[config.mk]
export PLATFORM = sky130hd
export DESIGN_NAME = lif_array_flat
export DESIGN_NICKNAME = d
export VERILOG_FILES = /design/src/rtl/lif_pkg.sv /design/src/rtl/lif_if.sv /design/src/rtl/lif_update.sv /design/src/rtl/lif_array.sv /design/src/flat_wrapper.sv
export SDC_FILE = /design/constraint.sdc
export NUM_CORES = 1
export LEC_CHECK = 0
export CAP_MARGIN = 40
export CORE_MARGIN = 8
export CORE_UTILIZATION = 25
export DETAILED_ROUTE_END_ITERATION = 8
export SYNTH_ARGS = -nofsm -noshare
export SYNTH_HDL_FRONTEND = slang
export SYNTH_HIERARCHICAL = 1
export SYNTH_SLANG_ARGS = --single-unit
export TNS_END_PERCENT = 100
[constraint.sdc]
create_clock -name clk -period 15.8 [get_ports clk]
set_input_delay 1.58 -clock clk [delete_from_list [all_inputs] [get_ports clk]]
set_output_delay 1.58 -clock clk [all_outputs]
set_load 0.1 [all_outputs]
[src/rtl/lif_pkg.sv]
// rtl/lif_pkg.sv - shared types and constants for the LIF neuron array
package lif_pkg;

  typedef enum logic [1:0] {
    IDLE  = 2'd0,
    SWEEP = 2'd1,
    DONE  = 2'd2
  } state_t;

  localparam logic LEAK_SUB   = 1'b0;
  localparam logic LEAK_SHIFT = 1'b1;

endpackage

[src/rtl/lif_if.sv]
// rtl/lif_if.sv - control, configuration and result bundle of the LIF neuron array
interface lif_if #(
  parameter int WIDTH       = 8,
  parameter int NUM_NEURONS = 4,
  parameter int REFW        = 4
);
  localparam int IDXW = (NUM_NEURONS > 1) ? $clog2(NUM_NEURONS) : 1;

  logic                         tick;
  logic [NUM_NEURONS*WIDTH-1:0] current;
  logic [WIDTH-1:0]             external_input;
  logic [WIDTH-1:0]             threshold;
  logic [WIDTH-1:0]             leak;
  logic                         leak_mode;
  logic [REFW-1:0]              refractory_period;
  logic [IDXW-1:0]              rd_idx;
  logic [WIDTH-1:0]             rd_state;
  logic                         busy;
  logic [NUM_NEURONS-1:0]       spike;
  logic                         spike_valid;
  logic                         overrun;

  modport master (
    output tick, current, external_input, threshold, leak, leak_mode,
           refractory_period, rd_idx,
    input  rd_state, busy, spike, spike_valid, overrun
  );

  modport slave (
    input  tick, current, external_input, threshold, leak, leak_mode,
           refractory_period, rd_idx,
    output rd_state, busy, spike, spike_valid, overrun
  );
endinterface

[src/rtl/lif_update.sv]
// rtl/lif_update.sv - combinational single-neuron leak/integrate/fire step
module lif_update
  import lif_pkg::*;
#(
  parameter int WIDTH = 8,
  parameter int REFW  = 4
) (
  input  logic [WIDTH-1:0] v,
  input  logic [REFW-1:0]  r,
  input  logic [WIDTH-1:0] cur,
  input  logic [WIDTH-1:0] ext,
  input  logic [WIDTH-1:0] threshold,
  input  logic [WIDTH-1:0] leak,
  input  logic             leak_mode,
  input  logic [REFW-1:0]  refractory_period,
  output logic [WIDTH-1:0] v_next,
  output logic [REFW-1:0]  r_next,
  output logic             spike
);

  logic [WIDTH-1:0] vl;
  logic [WIDTH+1:0] sum;
  logic [WIDTH-1:0] sum_sat;

  always_comb begin
    vl      = '0;
    sum     = '0;
    sum_sat = '0;
    v_next  = v;
    r_next  = r;
    spike   = 1'b0;

    if (leak_mode == LEAK_SHIFT) begin
      vl = v - (v >> leak[3:0]);
    end else begin
      vl = (v > leak) ? (v - leak) : '0;
    end

    // Two guard bits hold vl + cur + ext without wrap before clamping.
    sum     = {2'b00, vl} + {2'b00, cur} + {2'b00, ext};
    sum_sat = (sum[WIDTH+1:WIDTH] != 2'b00) ? {WIDTH{1'b1}} : sum[WIDTH-1:0];

    if (r != '0) begin
      r_next = r - REFW'(1);
      v_next = '0;
    end else if (sum_sat >= threshold) begin
      spike  = 1'b1;
      v_next = '0;
      r_next = refractory_period;
    end else begin
      v_next = sum_sat;
      r_next = '0;
    end
  end

endmodule

[src/rtl/lif_array.sv]
// rtl/lif_array.sv - time-multiplexed LIF neuron array sharing one update datapath
module lif_array
  import lif_pkg::*;
#(
  parameter int WIDTH       = 8,
  parameter int NUM_NEURONS = 4,
  parameter int REFW        = 4
) (
  input logic clk,
  input logic reset,
  lif_if.slave bus
);

  localparam int IDXW = (NUM_NEURONS > 1) ? $clog2(NUM_NEURONS) : 1;

  state_t                       state;
  logic [IDXW-1:0]              idx;
  logic [NUM_NEURONS*WIDTH-1:0] cur_s;
  logic [WIDTH-1:0]             ext_s;
  logic [WIDTH-1:0]             thr_s;
  logic [WIDTH-1:0]             leak_s;
  logic                         mode_s;
  logic [REFW-1:0]              refp_s;
  logic [WIDTH-1:0]             mem  [NUM_NEURONS];
  logic [REFW-1:0]              refc [NUM_NEURONS];
  logic [NUM_NEURONS-1:0]       spike_acc;

  logic [WIDTH-1:0]             rd_state_q;
  logic                         busy_q;
  logic [NUM_NEURONS-1:0]       spike_q;
  logic                         spike_valid_q;
  logic                         overrun_q;

  logic [WIDTH-1:0]             v_sel;
  logic [REFW-1:0]              r_sel;
  logic [WIDTH-1:0]             cur_sel;
  logic [WIDTH-1:0]             rd_val;
  logic [WIDTH-1:0]             v_next;
  logic [REFW-1:0]              r_next;
  logic                         spike_next;

  // Decoded muxes keep out-of-range indices (non power-of-two counts) reading zero.
  always_comb begin
    v_sel   = '0;
    r_sel   = '0;
    cur_sel = '0;
    rd_val  = '0;
    for (int i = 0; i < NUM_NEURONS; i++) begin
      if (idx == IDXW'(i)) begin
        v_sel   = mem[i];
        r_sel   = refc[i];
        cur_sel = cur_s[i*WIDTH +: WIDTH];
      end
      if (bus.rd_idx == IDXW'(i)) begin
        rd_val = mem[i];
      end
    end
  end

  lif_update #(
    .WIDTH (WIDTH),
    .REFW  (REFW)
  ) u_update (
    .v                 (v_sel),
    .r                 (r_sel),
    .cur               (cur_sel),
    .ext               (ext_s),
    .threshold         (thr_s),
    .leak              (leak_s),
    .leak_mode         (mode_s),
    .refractory_period (refp_s),
    .v_next            (v_next),
    .r_next            (r_next),
    .spike             (spike_next)
  );

  always_ff @(posedge clk) begin
    if (reset) begin
      state         <= IDLE;
      idx           <= '0;
      cur_s         <= '0;
      ext_s         <= '0;
      thr_s         <= '0;
      leak_s        <= '0;
      mode_s        <= LEAK_SUB;
      refp_s        <= '0;
      spike_acc     <= '0;
      rd_state_q    <= '0;
      busy_q        <= 1'b0;
      spike_q       <= '0;
      spike_valid_q <= 1'b0;
      overrun_q     <= 1'b0;
      for (int i = 0; i < NUM_NEURONS; i++) begin
        mem[i]  <= '0;
        refc[i] <= '0;
      end
    end else begin
      spike_valid_q <= 1'b0;
      rd_state_q    <= rd_val;

      case (state)
        IDLE: begin
          if (bus.tick) begin
            cur_s  <= bus.current;
            ext_s  <= bus.external_input;
            thr_s  <= bus.threshold;
            leak_s <= bus.leak;
            mode_s <= bus.leak_mode;
            refp_s <= bus.refractory_period;
            idx    <= '0;
            busy_q <= 1'b1;
            state  <= SWEEP;
          end
        end

        SWEEP: begin
          if (bus.tick) overrun_q <= 1'b1;
          for (int i = 0; i < NUM_NEURONS; i++) begin
            if (idx == IDXW'(i)) begin
              mem[i]       <= v_next;
              refc[i]      <= r_next;
              spike_acc[i] <= spike_next;
            end
          end
          if (idx == IDXW'(NUM_NEURONS - 1)) begin
            state <= DONE;
          end else begin
            idx <= idx + IDXW'(1);
          end
        end

        DONE: begin
          if (bus.tick) overrun_q <= 1'b1;
          spike_q       <= spike_acc;
          spike_valid_q <= 1'b1;
          busy_q        <= 1'b0;
          state         <= IDLE;
        end

        default: state <= IDLE;
      endcase
    end
  end

  assign bus.rd_state    = rd_state_q;
  assign bus.busy        = busy_q;
  assign bus.spike       = spike_q;
  assign bus.spike_valid = spike_valid_q;
  assign bus.overrun     = overrun_q;

endmodule

[src/flat_wrapper.sv]
// flat-port wrapper written by rule: the top's interface ports become plain ports
module lif_array_flat import lif_pkg::*;
#(
  parameter int WIDTH       = 8,
  parameter int NUM_NEURONS = 4,
  parameter int REFW        = 4
)
  (clk, reset, bus_tick, bus_current, bus_external_input, bus_threshold, bus_leak, bus_leak_mode, bus_refractory_period, bus_rd_idx, bus_rd_state, bus_busy, bus_spike, bus_spike_valid, bus_overrun);
  lif_if #(.WIDTH(WIDTH), .NUM_NEURONS(NUM_NEURONS), .REFW(REFW)) bus_i ();
  input logic clk;
  input logic reset;
  input wire logic [$bits(bus_i.tick)-1:0] bus_tick;
  input wire logic [$bits(bus_i.current)-1:0] bus_current;
  input wire logic [$bits(bus_i.external_input)-1:0] bus_external_input;
  input wire logic [$bits(bus_i.threshold)-1:0] bus_threshold;
  input wire logic [$bits(bus_i.leak)-1:0] bus_leak;
  input wire logic [$bits(bus_i.leak_mode)-1:0] bus_leak_mode;
  input wire logic [$bits(bus_i.refractory_period)-1:0] bus_refractory_period;
  input wire logic [$bits(bus_i.rd_idx)-1:0] bus_rd_idx;
  output wire logic [$bits(bus_i.rd_state)-1:0] bus_rd_state;
  output wire logic [$bits(bus_i.busy)-1:0] bus_busy;
  output wire logic [$bits(bus_i.spike)-1:0] bus_spike;
  output wire logic [$bits(bus_i.spike_valid)-1:0] bus_spike_valid;
  output wire logic [$bits(bus_i.overrun)-1:0] bus_overrun;
  assign bus_i.tick = bus_tick;
  assign bus_i.current = bus_current;
  assign bus_i.external_input = bus_external_input;
  assign bus_i.threshold = bus_threshold;
  assign bus_i.leak = bus_leak;
  assign bus_i.leak_mode = bus_leak_mode;
  assign bus_i.refractory_period = bus_refractory_period;
  assign bus_i.rd_idx = bus_rd_idx;
  assign bus_rd_state = bus_i.rd_state;
  assign bus_busy = bus_i.busy;
  assign bus_spike = bus_i.spike;
  assign bus_spike_valid = bus_i.spike_valid;
  assign bus_overrun = bus_i.overrun;
  lif_array #(.WIDTH(WIDTH), .NUM_NEURONS(NUM_NEURONS), .REFW(REFW)) u_core (.clk(clk), .reset(reset), .bus(bus_i));
endmodule
; ---- Yosys cells after proc, flatten, opt, wreduce, memory -nomap -nowiden
; Memory sizes are Yosys's and may differ from the RTL's.
; Index checks and enable logic that the tools add are counted.
[word_totals]
regBits = 84
latch_bits = 0
ramBits = 48
mem_bits_ro = 0
in_bits = 66
out_inout_bits = 15
n_memories = 2
[classes]
n_addsub = 6
multipliers = 0
div = 0
magnitude_cmp = 2
eq_ne = 11
shifts = 1
n_mux = 60
n_bitwise = 8
reduce_logical = 17
[mem_list]
columns = memory, words, width, read_ports, rd_clocked_by_memory_dff, write_ports, line_no
row1 = u_core.mem, 4, 8, 4, 0, 4, lif_array.sv:24  ; logic [WIDTH-1:0] mem [NUM_NEURONS];
row2 = u_core.refc, 4, 4, 4, 0, 4, lif_array.sv:25  ; logic [REFW-1:0] refc [NUM_NEURONS];
[op_table]
columns = op, count
row1 = $mux W8, 21
row2 = $mux W4, 10
row3 = $mux W1, 22
row4 = $reduce_and A2 Y1, 8
row5 = $sub A8 B8 Y8, 2
row6 = $add A9 B8 Y10, 1
row7 = $eq A2 B2 Y1 const B, 5
row8 = $add A8 B8 Y9, 1
row9 = $ge A8 B8 Y1, 1
row10 = $gt A8 B8 Y1, 1
row11 = $mux W2, 4
row12 = $or A1 B1 Y1, 8
row13 = $pmux W2 S2, 2
row14 = $shr A8 B4 Y8, 1
row15 = $eq A2 B1 Y1 const B, 3
row16 = $logic_not A2 Y1, 3
row17 = $reduce_bool A2 Y1, 3
row18 = $ne A2 B2 Y1 const B, 2
row19 = $reduce_bool A4 Y1, 1
row20 = $sub A4 B1 Y4 const B, 1
row21 = $reduce_and A3 Y1, 1
row22 = $add A2 B1 Y2 const B, 1
row23 = $ne A2 B1 Y1 const B, 1
row24 = $pmux W1 S2, 1
row25 = $reduce_or A2 Y1, 1

; ---- Logic depth before layout (Yosys ltp)
; Gate-level depths: netlist of run 1.
[logic_depth]
ltp_word = 16
mapped_depth = 40
depth_no_buf = 36

; ---- Modules after synthesis
; The synthesis of run 1 kept the hierarchy.
[modules_own_cells]
columns = module, instances, cells_each, area_each_um2, seq_area_each_um2
row1 = lif_array, 1, 612, 5846.9, 3123.0
row2 = lif_update, 1, 255, 1930.6, 0.0

; ---- Worst setup path after synthesis of run 1
; Ideal clock, no wire load.
[synth_timing]
kind = register -> register
start = reg u_core.idx[0]
end = mem u_core.mem[2][7] (data pin)
arrival_ns = 7.301
required_ns = 15.667
slack_ns = 8.367
path_stages_with_launch = 39
cell_sequence = dfxtp_1 -> inv_1 -> ha_1 -> buf_2 -> buf_2 -> a21oi_1 -> o21ai_0 -> a22o_1 -> inv_1 -> ha_1 -> inv_1 -> fa_1 -> a21o_1 -> a221oi_1 -> o21ai_0 -> nand2_1 -> a21oi_1 -> o2bb2ai_1 -> [... 3 more ...] -> a21oi_1 -> xnor2_1 -> ha_1 -> a21o_1 -> o311ai_2 -> or3b_4 -> a21oi_4 -> buf_6 -> nand2_1 -> ha_1 -> a21o_1 -> a21o_1 -> a21oi_1 -> o31ai_1 -> or3_1 -> clkbuf_1 -> o21ba_2 -> and3_1
[synth_lines]
columns = element, line_no
row1 = start: declaration, lif_array.sv:17  ; logic [IDXW-1:0] idx;
row2 = start signal: assignment, lif_array.sv:128  ; idx <= idx + IDXW'(1);
row3 = end: declaration, lif_array.sv:24

==> results of run 1 <==
[cells in the final DEF (no fill, tap or decap), types with 23 or more instances in the layout]
master             n
clkdlybuf4s50_1   79
a22o_1            23
dfxtp_1           84
nand2_1          160
o21ai_0           39
and3_1            37
ha_1              49
edfxtp_1          48
inv_1             52
a21oi_1          127
[cell families (layout without fill, tap and decap cells)]
| group | Yosys count | count (layout) | synth area share (%) |
|---|---|---|---|
| DFF | 132 | 132 | 40.2 |
| muxes | 20 | 20 | 4.18 |
| AOI/OAI and AO/OA | 247 | 247 | 19.5 |
| and+or+nand+nor | 285 | 285 | 18.0 |
| adders and majority gates | 53 | 53 | 8.91 |
| buffers and inverters | 109 | 187 | 6.93 |
| xor gates and xnor gates | 21 | 21 | 2.36 |
[worst max-delay path: cells and delay by family, from the launching register on]
family / cells / cell delay [ps]
mux: 1 / 110
fa+ha+maj: 5 / 1750
buf+inv: 2 / 560
compound gates: 15 / 3760
xor+xnor: 2 / 230
flops: 1 / 330
simple gates: 9 / 2200
[flip-flops by register name (all words and copies together) (netlist names)]
name / flops
u_core/state: 2
u_core/bus.busy: 1
u_core/ext_s: 8
u_core/bus.overrun: 1
u_core/leak_s: 8
u_core/bus.spike_valid: 1
u_core/mode_s: 1
u_core/spike_acc: 4
u_core/refc: 16
u_core/bus.rd_state: 8
u_core/mem: 32
u_core/idx: 2
u_core/refp_s: 4
u_core/thr_s: 8
u_core/cur_s: 32
u_core/bus.spike: 4
[cell type report]
class	instances	area [um2]	area share (%)
clock buffers	22	485	4.98
multi-input cells	626	4120	42.2
inverters	52	195	2.00
clock inverters	10	95.1	0.975
flip-flops and latches	132	3120	32.0
repair buffers	103	1240	12.7
well taps	396	495	5.08
[worst max path at each step]
stage                                          start                              to  slack [ps]  cells after the start
after global routing      u_core/idx[1]$_SDFFE_PP0P_  u_core/mem[0][1]$_SDFFCE_PN0P_        6030                     35
final                     u_core/idx[1]$_SDFFE_PP0P_  u_core/mem[1][3]$_SDFFCE_PN0P_        6750                     34
after CTS                 u_core/idx[1]$_SDFFE_PP0P_  u_core/mem[1][3]$_SDFFCE_PN0P_        6800                     34
after floorplan           u_core/idx[0]$_SDFFE_PP0P_  u_core/mem[2][7]$_SDFFCE_PN0P_        8370                     38
after global placement    u_core/idx[1]$_SDFFE_PP0P_  u_core/mem[1][3]$_SDFFCE_PN0P_        7030                     34
after detailed placement  u_core/idx[1]$_SDFFE_PP0P_  u_core/mem[1][3]$_SDFFCE_PN0P_        6870                     34
[layer usage]
| layer | GRT usage [%] | part of all wire (%) | vias up |
|---|---|---|---|
| met1 | 15.2 | 48 | 2958 |
| met4 | 4.14 | 1.8 | 0 |
| met3 | 2.20 | 3.9 | 21 |
| met2 | 18.8 | 47 | 146 |
| met5 | 0 | 0 | - |
| li1 | - | - | 3177 |
[where the power goes]
group	switching (W)	total, W	internal, W
clock network	0.000151	0.000386	0.000235
registers	0.0000154	0.000392	0.000377
logic	0.000314	0.000533	0.000219
total	0.000480	0.00131	0.000831
[metrics by stage]
stage	power (W)	utilization, %	setup slack [ps]	cell area [um2]
after floorplan	0.000780	-	8370	7780
after global placement	0.000912	28.7	7030	8770
after detailed placement	0.000926	30.0	6870	9170
after CTS	0.00132	31.9	6800	9750
after global routing	0.00140	31.9	6030	9750
final	0.00131	31.9	6750	9750
==> reports/results.ini, run 1 <==
[outcome]
status = complete, no violations

[clock_tree]
htreeDepth = 4
clkTransAtPathRegs_ps = 60
clockRootBuffer = clkbuf_16
hold_buffers = 0
cts_buffer_depth = 2
cts_buffers = 17
post-cts-setup-buffer-count = 0
worstSkewPairLatency_ps = 420
clkSinkCount = 132
ctsResizeCount = 0
cts_tree = done

[layout]
n_antenna_cell = 0
nets = 1051
fill_cells = 3192
drive_gt1_share_pct = 8.89
instances_no_fill = 1341
area.growth.synth_to_final_pct = 25.4

[setup_path]
cpPeakStageDelay_ps = 630
critPathKind = reg -> reg
arrival_ps = 9330
reg2reg_setup_slack_ps = 6750
cp_slowest_cell = ha_1
reg2reg_depth = 34
timing.rr.start = u_core/idx[1]$_SDFFE_PP0P_
startpoint_type = flip-flop
regToRegEndpoint = u_core/mem[1][3]$_SDFFCE_PN0P_
cp_max_fo = 34
crit_path_frequent_cell = ha_1
cp.required_ps = 16080
worstSetupEndpointType = flip-flop

[synthesis]
syn_nets = 986
async_flop_share_pct = 0
synth_ff_type = dfxtp_1
synth.cell_area_mm2 = 0.00778
synthTopCellsByCount = nand2_1, a21oi_1, dfxtp_1, inv_1, ha_1
yosysTopAreaCell = dfxtp_1
synth_seq_cells = 132
yosysMostFrequentCell = nand2_1
synth_edf_count = 48
synth.avg_cell_area_um2 = 8.97
yosysTopAreaCellShare_pct = 21.6
yosysSeqAreaShare_pct = 40.2
netlist_instances = 867
synthTopCellsByArea = dfxtp_1, edfxtp_1, a21oi_1
synth_cell_types = 57
ys_warn_count = 6

[die]
start_util_pct = 25.4
die_w_um = 192
fp.dieH_um = 192
pin_count = 81
core_mm2 = 0.0306
die_area_mm2 = 0.0370
placementRows = 64

[timing]
fin_skew_ps = 10.9
fin_tns_setup_ps = 0
fin_crit_sh_pct = 57.3
setup_viol = 0
rsz0062_at_grt = no
drv_slew = 0
fmax_mhz = 111
finalHoldViolCount = 0
period_needed_ps = 9050
tightest_slew_ps = 769
slew_headroom_pct = 48.6
whs_ps = 452

[grt]
grt_pass1_vias = 6304
grtUsageTotal_pct = 11.6
grt_pass1_wl_mm = 33.9
grt_overflow = 0
antenna_found_initial = 0
grt_max_degree = 75

[placement]
dpl.hpwl_mm = 15.4
gp_congestion = 0.884
place_inst = 1309
io_buffers = 80

[drt]
drt_iter0_drc = 346
drc = 0
drt_first_pass_iters = 5
postRouteAntennaNets = 0
wl_per_cell_um = 15.7
route.vias.total = 6302
wl_mm = 21.1
drt-vias-per-instance = 4.70

[pwr]
p_per_area_mw_per_mm2 = 134
ir_drop_uv = 58.5
p_leak_nw = 3.88

[worst_hold_path]
worstHoldStart = u_core/leak_s[4]$_SDFFE_PP0P_
holdPathStages = 2
hp-class = reg -> reg
hold_path_end = u_core/leak_s[4]$_SDFFE_PP0P_

[run]
maxCapViolCount = 0

(Power assumes the default switching activity.)
==> run 2: changes to the inputs <==
clock period = 7.39 ns   (was 15.8 ns; I/O delays follow)
==> run 2 against run 1 <==
Utilization increased by 3.5 points; largest cell class unchanged; critical path type unchanged; sequential share of layout area down 3.2 points; via count increased by 5.7%; power rose to 2.6 times the previous value.
==> reports/results.ini, run 2 (synthesis results as in run 1) <==
[grt]
grt_pass1_vias = 6656  ; was 6304
grt_overflow = 0  ; unchanged
grt_pass1_wl_mm = 35.7  ; was 33.9 mm
antenna_found_initial = 0  ; unchanged
grt_max_degree = 74  ; was 75
grtUsageTotal_pct = 12.2  ; was 11.6%

[die]
fp.dieH_um = 192  ; unchanged
start_util_pct = 25.4  ; unchanged
pin_count = 81  ; unchanged
die_area_mm2 = 0.0370  ; unchanged
placementRows = 64  ; unchanged
core_mm2 = 0.0306  ; unchanged
die_w_um = 192  ; unchanged

[clock_tree]
clockRootBuffer = clkbuf_16  ; unchanged
clkSinkCount = 132  ; unchanged
hold_buffers = 0  ; unchanged
cts_buffer_depth = 2  ; unchanged
worstSkewPairLatency_ps = 420  ; about the same
cts_tree = done  ; unchanged
cts_buffers = 17  ; unchanged
clkTransAtPathRegs_ps = 60  ; about the same
htreeDepth = 4  ; unchanged

[setup_path]
cp.required_ps = 7670  ; was 16080 ps
critPathKind = reg -> reg  ; unchanged
startpoint_type = flip-flop  ; unchanged
cpPeakStageDelay_ps = 490  ; was 630 ps
cp_max_fo = 8  ; was 34
arrival_ps = 7670  ; was 9330 ps
worstSetupEndpointType = flip-flop  ; unchanged
cp_slowest_cell = mux4_2  ; was ha_1

[layout]
fill_cells = 3099  ; was 3192
area.growth.synth_to_final_pct = 39.3  ; was 25.4%
final_cell_mix = nand2_1, a21oi_1, dfxtp_1, clkdlybuf4s50_1, buf_4  ; was nand2_1, a21oi_1, dfxtp_1, clkdlybuf4s50_1, inv_1
fin_util_pct = 35.4  ; was 31.9%
drive_gt1_share_pct = 21.9  ; was 8.89%
design_area_mm2 = 0.0108  ; was 0.00975 mm2
layout_commonest_cell = nand2_1  ; unchanged
n_antenna_cell = 0  ; unchanged
biggestRegsByFlops = u_core/cur_s (32), u_core/mem (32), u_core/refc (16)  ; unchanged
instances_no_fill = 1419  ; was 1341
nets = 1129  ; was 1051

[placement]
gp_congestion = 0.853  ; was 0.884
io_buffers = 80  ; unchanged
dpl.hpwl_mm = 16.3  ; was 15.4 mm
placed_area_mm2 = 0.00962  ; was 0.00917 mm2
place_inst = 1372  ; was 1309

[timing]
fin_skew_ps = 7.78  ; was 10.9 ps
slew_headroom_pct = 42.7  ; was 48.6%
rsz0062_at_grt = yes  ; was no
tightest_slew_ps = 853  ; was 769 ps
period_needed_ps = 7380  ; was 9050 ps
setup_viol = 0  ; unchanged
fin_crit_sh_pct = 99.9  ; was 57.3%
finalHoldViolCount = 0  ; unchanged
fmax_mhz = 135  ; was 111 MHz
drv_slew = 0  ; unchanged

[worst_hold_path]
hp-class = reg -> reg  ; unchanged

[outcome]
status = complete, no violations  ; unchanged

[pwr]
finalPower_w = 0.00340  ; was 0.00131 W
ir_drop_uv = 183  ; was 58.5 uV
p_per_area_mw_per_mm2 = 314  ; was 134 mW/mm2
p_leak_nw = 4.38  ; was 3.88 nW

[drt]
route.vias.total = 6659  ; was 6302
drt-vias-per-instance = 4.69  ; was 4.70
wl_mm = 22.9  ; was 21.1 mm
drt_iter0_drc = 337  ; was 346
postRouteAntennaNets = 0  ; unchanged
wl_per_cell_um = 16.1  ; was 15.7 um
drc = 0  ; unchanged
drt_first_pass_iters = 5  ; unchanged

[run]
maxCapViolCount = 0  ; unchanged

==> run 2: changes by cell type in the layout (fill, tap and decap cells not counted), moves of 4 or more <==
cell	delta
buf_4	+70
ha_4	+6
a21oi_1	-18
o21ai_0	-14
a21oi_2	+16
ha_1	-10
ha_2	+4
clkbuf_16	+7
o21ai_1	+10
==> run 2: power breakdown <==
group	internal, W	switching [W]	total, W
registers	0.000805	0.0000343	0.000840
logic	0.000776	0.000853	0.00163
clock network	0.000580	0.000349	0.000929
==> run 2: critical path: cells and delay by family, from the launching register on <==
family / cells / cell delay [ps]
AOI/OAI and AO/OA: 15 / 2380
buffers and inverters: 2 / 260
adders and majority gates: 6 / 1570
DFF: 1 / 330
muxes: 2 / 680
and+or+nand+nor: 9 / 1780
xor gates and xnor gates: 2 / 240
==> run 2: worst paths after layout <==
kind / endpoint / cells after the start / start / slack, ps
hold reg to reg: u_core/cur_s[27]$_SDFFE_PP0P_ / 2 / u_core/cur_s[27]$_SDFFE_PP0P_ / 460
setup / recovery: u_core/mem[0][7]$_SDFFCE_PN0P_ / 36 / u_core/idx[1]$_SDFFE_PP0P_ / 7
hold / removal: u_core/cur_s[27]$_SDFFE_PP0P_ / 2 / u_core/cur_s[27]$_SDFFE_PP0P_ / 460
setup reg to reg: u_core/mem[0][7]$_SDFFCE_PN0P_ / 36 / u_core/idx[1]$_SDFFE_PP0P_ / 7
==> run 2: layout make-up <==
class                      instances  area (um2)  share of cell area (%)
clock buffer                      23         564                    5.21
sequential                       132        3130                    28.9
timing repair buffer             181        1870                    17.3
multi-input combinational        626        4480                    41.3
clock inverter                     9        98.8                   0.912
inverter                          52         195                    1.80
tap                              396         495                    4.57
==> run 2: what timing repair did <==
item	4_1_cts	5_1_grt
endpoints found under the hold margin	0	0
pin swaps	19	26
resized for setup	30	63
setup endpoints to repair	52	52
setup buffers	4	11
gates cloned	0	3
==> run 2: routing by layer <==
| layer | share of wire (%) | global-route usage, % | vias up |
|---|---|---|---|
| li1 | - | - | 3325 |
| met1 | 46 | 15.9 | 3149 |
| met2 | 48 | 19.8 | 158 |
| met3 | 4.0 | 2.69 | 27 |
| met4 | 1.8 | 3.79 | 0 |
| met5 | 0 | 0 | - |
==> run 2: per-stage QoR <==
| step | hold WS (ps) | setup TNS, ps | setup slack (ps) |
|---|---|---|---|
| 2_1_floorplan | 435 | 0 | 33.3 |
| 3_3_place_gp | 443 | -11260 | -315 |
| 3_5_place_dp | 448 | -16940 | -445 |
| 4_1_cts | 456 | -63.0 | -18.3 |
| 5_1_grt | 471 | -8900 | -292 |
| 6_report | 455 | 0 | 7.19 |
